<file path="src/rtl/keccak_share_loader_ctrl.sv">
// keccak_share_loader_ctrl
//   Per-share controller around the masked theta / state-register stage.
//   It collects the input state over a DW-bit valid/ready load bus and then
//   sequences CoreReset, EnableLambda, Lastround and RoundIdx through ROUNDS
//   rounds of CPR cycles each. Finally it drains the state register back out
//   over a DW-bit valid/ready unload bus. Every share instance runs in lockstep.
//
//   Build option: when KECCAK_LOADER_ZEROIZE_EN is defined, the load buffer is
//   cleared once START has consumed it. The unload buffer is cleared once its
//   last beat has gone out, and also on Abort. This build option does not
//   change the timing of any other output.
module keccak_share_loader_ctrl #(
    parameter int W      = 8,
    parameter int b      = 25 * W,
    parameter int DW     = 8,
    parameter int ROUNDS = 18,
    parameter int CPR    = 1,
    localparam int NBEATS = b / DW,
    localparam int BW     = (NBEATS > 1) ? $clog2(NBEATS) : 1,
    localparam int RW     = (ROUNDS > 1) ? $clog2(ROUNDS) : 1,
    localparam int CW     = (CPR > 1) ? $clog2(CPR) : 1
) (
    input  logic          Clock,
    input  logic          ResetN,
    input  logic          Abort,
    input  logic [DW-1:0] DataIn,
    input  logic          DataValid,
    output logic          DataReady,
    output logic [b-1:0]  InputShares,
    output logic          CoreReset,
    output logic          Lastround,
    output logic          EnableLambda,
    output logic [RW-1:0] RoundIdx,
    input  logic [b-1:0]  StateOut,
    output logic [DW-1:0] OutData,
    output logic          OutValid,
    input  logic          OutReady,
    output logic          Busy
);

    typedef enum logic [2:0] {
        IDLE,
        LOAD,
        START,
        RUN,
        UNLOAD
    } stateType;

    stateType      state;
    stateType      stateNext;

    logic [BW-1:0] beatCnt;
    logic [RW-1:0] roundCnt;
    logic [CW-1:0] cycleCnt;
    logic [b-1:0]  loadBuf;
    logic [b-1:0]  unloadBuf;
    // Set once StateOut has been copied into unloadBuf during the current unload.
    logic          captured;

    logic          lastBeat;
    logic          roundEnd;
    logic          finalRound;
    logic          loadFire;
    logic          unloadFire;

    assign lastBeat    = (beatCnt == BW'(NBEATS - 1));
    assign roundEnd    = (cycleCnt == CW'(CPR - 1));
    assign finalRound  = (roundCnt == RW'(ROUNDS - 1));
    assign loadFire    = DataValid && DataReady;
    assign unloadFire  = OutValid && OutReady;
    assign InputShares = loadBuf;

    // State register.
    always_ff @(posedge Clock or negedge ResetN) begin
        // NOTE: sequential state uses non-blocking assignments, so every flop
        // samples values from before the edge and no ordering race between
        // always blocks can occur.
        if (!ResetN) begin
            state <= IDLE;
        end else begin
            state <= stateNext;
        end
    end

    // Next-state decode: Abort overrides every transition, including a handshake in the same cycle.
    always_comb begin
        // NOTE: a default assignment at the top of a combinational block means
        // every path assigns the variable, so no latch can be inferred.
        stateNext = state;
        if (Abort) begin
            stateNext = IDLE;
        end else begin
            case (state)
                IDLE, LOAD: if (loadFire) stateNext = lastBeat ? START : LOAD;
                START:      stateNext = RUN;
                RUN:        if (roundEnd && finalRound) stateNext = UNLOAD;
                UNLOAD:     if (unloadFire && lastBeat) stateNext = IDLE;
                default:    stateNext = IDLE;
            endcase
        end
    end

    // Output decode: the control strobes are masked by Abort so that an aborted cycle never captures.
    always_comb begin
        DataReady    = 1'b0;
        CoreReset    = 1'b0;
        EnableLambda = 1'b0;
        Lastround    = 1'b0;
        RoundIdx     = '0;
        OutValid     = 1'b0;
        Busy         = (state != IDLE);
        case (state)
            IDLE, LOAD: DataReady = !Abort;
            START: begin
                CoreReset    = !Abort;
                EnableLambda = !Abort;
            end
            RUN: begin
                RoundIdx     = roundCnt;
                EnableLambda = !Abort && roundEnd;
                Lastround    = !Abort && roundEnd && finalRound;
            end
            UNLOAD:  OutValid = !Abort;
            default: ;
        endcase
        // On the first UNLOAD cycle the buffer is still being filled, so beat 0
        // comes straight from the state register, which is already stable.
        if (state == UNLOAD && !captured) begin
            OutData = StateOut[int'(beatCnt) * DW +: DW];
        end else begin
            OutData = unloadBuf[int'(beatCnt) * DW +: DW];
        end
    end

    // Counters and buffers: beat assembly, round and cycle sequencing, and unload capture and drain.
    always_ff @(posedge Clock or negedge ResetN) begin
        // NOTE: both state buffers are reset because they drive outputs
        // directly (InputShares, OutData), and those outputs must read as zero
        // after reset.
        if (!ResetN) begin
            beatCnt   <= '0;
            roundCnt  <= '0;
            cycleCnt  <= '0;
            loadBuf   <= '0;
            unloadBuf <= '0;
            captured  <= 1'b0;
        end else if (Abort) begin
            beatCnt  <= '0;
            roundCnt <= '0;
            cycleCnt <= '0;
            captured <= 1'b0;
`ifdef KECCAK_LOADER_ZEROIZE_EN
            unloadBuf <= '0;
`endif
        end else begin
            case (state)
                IDLE, LOAD: begin
                    if (loadFire) begin
                        loadBuf[int'(beatCnt) * DW +: DW] <= DataIn;
                        beatCnt <= lastBeat ? '0 : beatCnt + 1'b1;
                    end
                end
                START: begin
                    roundCnt <= '0;
                    cycleCnt <= '0;
`ifdef KECCAK_LOADER_ZEROIZE_EN
                    loadBuf <= '0;
`endif
                end
                RUN: begin
                    if (roundEnd) begin
                        cycleCnt <= '0;
                        roundCnt <= finalRound ? '0 : roundCnt + 1'b1;
                    end else begin
                        cycleCnt <= cycleCnt + 1'b1;
                    end
                end
                UNLOAD: begin
                    if (!captured) begin
                        unloadBuf <= StateOut;
                        captured  <= 1'b1;
                    end
                    if (unloadFire) begin
                        beatCnt <= lastBeat ? '0 : beatCnt + 1'b1;
                        if (lastBeat) begin
                            captured <= 1'b0;
`ifdef KECCAK_LOADER_ZEROIZE_EN
                            unloadBuf <= '0;
`endif
                        end
                    end
                end
                default: ;
            endcase
        end
    end

endmodule

</file>
<file path="config.mk">
export PLATFORM = sky130hd
export DESIGN_NAME = keccak_share_loader_ctrl
export DESIGN_NICKNAME = d
export VERILOG_FILES = /design/src/rtl/keccak_share_loader_ctrl.sv
export SDC_FILE = /design/constraint.sdc
export NUM_CORES = 1
export LEC_CHECK = 0
export ABC_AREA = 1
export BUFFER_PORTS_ARGS = -buffer_cell sky130_fd_sc_hd__buf_2
export CAP_MARGIN = 15
export CORE_ASPECT_RATIO = 2
export CORE_UTILIZATION = 45
export CTS_BUF_LIST = sky130_fd_sc_hd__clkbuf_4
export CTS_CLUSTER_SIZE = 28
export DETAILED_ROUTE_END_ITERATION = 8
export PLACE_DENSITY = 0.68
export SLEW_MARGIN = 20
export SYNTH_ARGS = -nofsm -noshare
export SYNTH_HDL_FRONTEND = slang
export SYNTH_SLANG_ARGS = --single-unit
export TNS_END_PERCENT = 10
</file>
<file path="constraint.sdc">
create_clock -name Clock -period 3.75 [get_ports Clock]
set_clock_uncertainty 0.1 [all_clocks]
set_input_delay 0.75 -clock Clock [delete_from_list [all_inputs] [get_ports Clock]]
set_output_delay 0.75 -clock Clock [all_outputs]
set_load 0.01 [all_outputs]
</file>
==> impl_metrics.toml <==
[outcome]
status = "complete, but fails checks"
violations = "negative setup slack"

[drt]
num_vias = 22982
wire_per_inst_um = 19.6
totalWireLength_um = 83300
first_iter_violations = 1722
drc = 0
drtPass1Iterations = 7
viasPerCell = 5.40
drtAntennaViolNets = 0

[yosys]
syn_area_per_cell_um2 = 7.24
async_reset_ff_frac = 1.00
synth_most_common_cell = "nand2_1"
synthesis.nets = 3255
synth_adder_area_share = 0.00285
synth-edff-count = 0
syn_area_um2 = 22000
synth_top_cell_by_area = "dfrtp_1"
synthCells = 3037
ys_top_cells_by_count = "nand2_1, inv_1, dfrtp_1"
yosys_warnings = 0
synth-seq-area-share = 0.471
synth_area_leaders = "dfrtp_1, nand2_1, nand3_1, inv_1, o21ai_0"
synth_compound_area_frac = 0.103
ys_types = 34
yosys.area.top_type_share = 0.471
synthXorXnorAreaFrac = 0
synthSimpleGateAreaFrac = 0.308
synthMuxAreaShare = 0
synth_top_family_by_area = "simple AND/OR/NAND/NOR gates"
synthFlopType = "dfrtp_1"
ys_ff_latch = 414

[critical_path]
critical_path_class = "flop to output pin"
worstPathRequired_ns = 2.90
worstRegToRegCells = 13
crit_top_cell = "nand2_1"
path_cells = "nor2_4 > nand3_4 > buf_12 > buf_16 > buf_16 > nand2_1 > nand3_1 > nand3_2 > nand3_2 > nand2_2 > nand2_1 > nand2_1 > nand2_1 > inv_1 > buf_2"
reg2reg_slack_ns = 0.58
start_kind = "flop"
r2r-end = "InputShares[9]"
critPathBufInv = 5
crit_path_top_delay_cell = "dfrtp_1"
cp_max_fo = 8
crit_family = "simple AND/OR/NAND/NOR gates"
end_kind = "output pin"
critPathMaxStageDelay_ns = 0.42
rr_startpoint = "beatCnt[0]"
crit_arrival_ns = 2.97

[sta]
holdWs_ns = 0.0546
slew_headroom = 0.366
hold_viol = 0
drv_slew = 0
period_minus_slack_ns = 3.82
fmax_mhz = 262
worstMarginPinSlew_ns = 0.951
period_share = 1.02
finalSetupViolations = 8
rsz0062_at_grt = "yes"
worst_slack_ns = -0.0676

[global_route]
grt.overflow.total = 0
grt_pass1_wl_um = 127000
grt_max_degree = 227
grt_usage = 0.337
antenna_found_initial = 18
grt_pass1_vias = 22409

[floorplan]
die_x_um = 158
dieArea_um2 = 49800
ios = 432
placementRows = 114
core_um2 = 48200
initial_core_util = 0.456
die_h_um = 315

[clocking]
cts_tree = "built"
clk_pin_slew_worst_paths_ns = 0.07
cts_buffer_depth = 3
clk-insertion-delay-late_ns = 0.85
numCtsBuffers = 96
root_buffer = "clkbuf_4"
cts_max_level = 3
cts.sinks = 414

[flow_run]
maxCapViolations = 0

[final_layout]
fin_area_um2 = 28100
finalNetCount = 3765
area_growth_pct = 27.8
drive_gt1_frac = 0.223

[placed_design]
placed_area_um2 = 24600
gp_congestion = 0.982
io_buffers = 431
dp_hpwl_um = 55200

[power_and_ir_drop]
leakagePower_nw = 14.9
vdd_ir_drop_max_v = 0.000395
power.total_w = 0.0131
power_density_nw_per_um2 = 466

[worst_hold_path]
hold_path_class = "input pin to flop"
hp-start = "StateOut[75]"
hold-path-cell-count = 3
holdPathEnd = "unloadBuf[75]"
==> power breakdown <==
part / switching (W) / leakage (nW) / internal (W)
registers: 0.000115 / 5.21 / 0.00475
clock network: 0.00187 / 0.701 / 0.00184
logic: 0.00318 / 8.97 / 0.00134
total: 0.00517 / 14.9 / 0.00793
==> cells by family (layout without fill, tap and decap cells) <==
family	Yosys count	count (layout)
AND/OR/NAND/NOR	1515	1515
buffers and inverters	659	1229
AO/OA/AOI/OAI	444	444
flip-flops	414	414
adder cells (fa/ha/maj)	5	5
other	0	14
==> worst register-to-register path, cell delays in order (launching register included) <==
cell and delay (ns):
dfrtp_4 0.43, clkinv_2 0.21, ha_1 0.30, nand2_2 0.09, nor2_1 0.07, ha_1 0.19, nand3b_2 0.28, inv_2 0.18
nand3_2 0.12, nor2_2 0.27, nand2_2 0.28, nor2_2 0.36, nand2_1 0.09, nand2_1 0.07
==> what timing repair did <==
item,CTS,global route
setup endpoints to repair,8,9
hold buffers,117,0
gates cloned,14,2
resized for setup,92,56
hold endpoints to repair,199,0
pin swaps,47,56
buffers inserted,14,3
==> how the worst max path moves through the flow <==
stage | depth (start not counted) | end | slack, ns | startpoint
global route | 15 | OutData[3] | -0.24 | state[0]
floorplan | 16 | InputShares[103] | 0.71 | beatCnt[0]
global placement | 12 | OutData[4] | 0.66 | state[1]
detailed placement | 13 | InputShares[13] | 0.66 | beatCnt[0]
CTS | 15 | OutData[7] | -0.08 | state[0]
finish | 15 | OutData[6] | -0.07 | state[0]
==> state kept, by name (all words and copies together) (netlist names) <==
name and count:
beatCnt 5, captured 1, unloadBuf 200, roundCnt 5
state 3, InputShares 200
==> final cells by class <==
cell class	count	area, um2
flip-flops and latches	414	10400
clock inverters	24	184
inverters	454	1710
clock buffers	134	1010
multi-input cells	1964	9530
repair buffers	617	4470
well taps	638	798
diodes	14	35.0
fillers	4632	20100
==> stage by stage <==
step	setup slack, ns	std cells	util	setup TNS [ns]
2_1_floorplan	0.709	3037	-	0
3_3_place_gp	0.659	3939	0.511	0
3_5_place_dp	0.659	3939	0.511	0
4_1_cts	-0.0822	4242	0.577	-0.629
5_1_grt	-0.238	4257	0.583	-1.72
6_report	-0.0676	4259	0.583	-0.407
==> cell usage in the layout (no fill, tap or decap), types with 6 or more instances in the layout <==
master,synthesis,final
nor2_2,12,20
nand2_4,2,6
nand3_1,341,287
dfrtp_1,414,410
inv_2,16,21
buf_6,1,9
nor2_4,3,11
clkinv_1,1,17
o21ai_0,251,251
buf_12,0,17
nand2_2,6,32
nand3_2,7,60
clkbuf_4,0,134
a21oi_1,26,26
diode_2,0,14
buf_4,1,27
buf_16,0,15
dlygate4sd3_1,0,117
nor3_1,12,12
nor2_1,106,90
nand2_1,840,810
o21ai_1,153,153
inv_1,436,429
nand4_1,179,179
buf_2,49,426
==> per-layer routing <==
metal  global-route usage  share of wire
met1                0.359           0.34
met2                0.584           0.51
met5                    0        0.00096
met3               0.0607          0.067
met4                0.250          0.074
No activity file was read; power rests on OpenSTA's default activity.
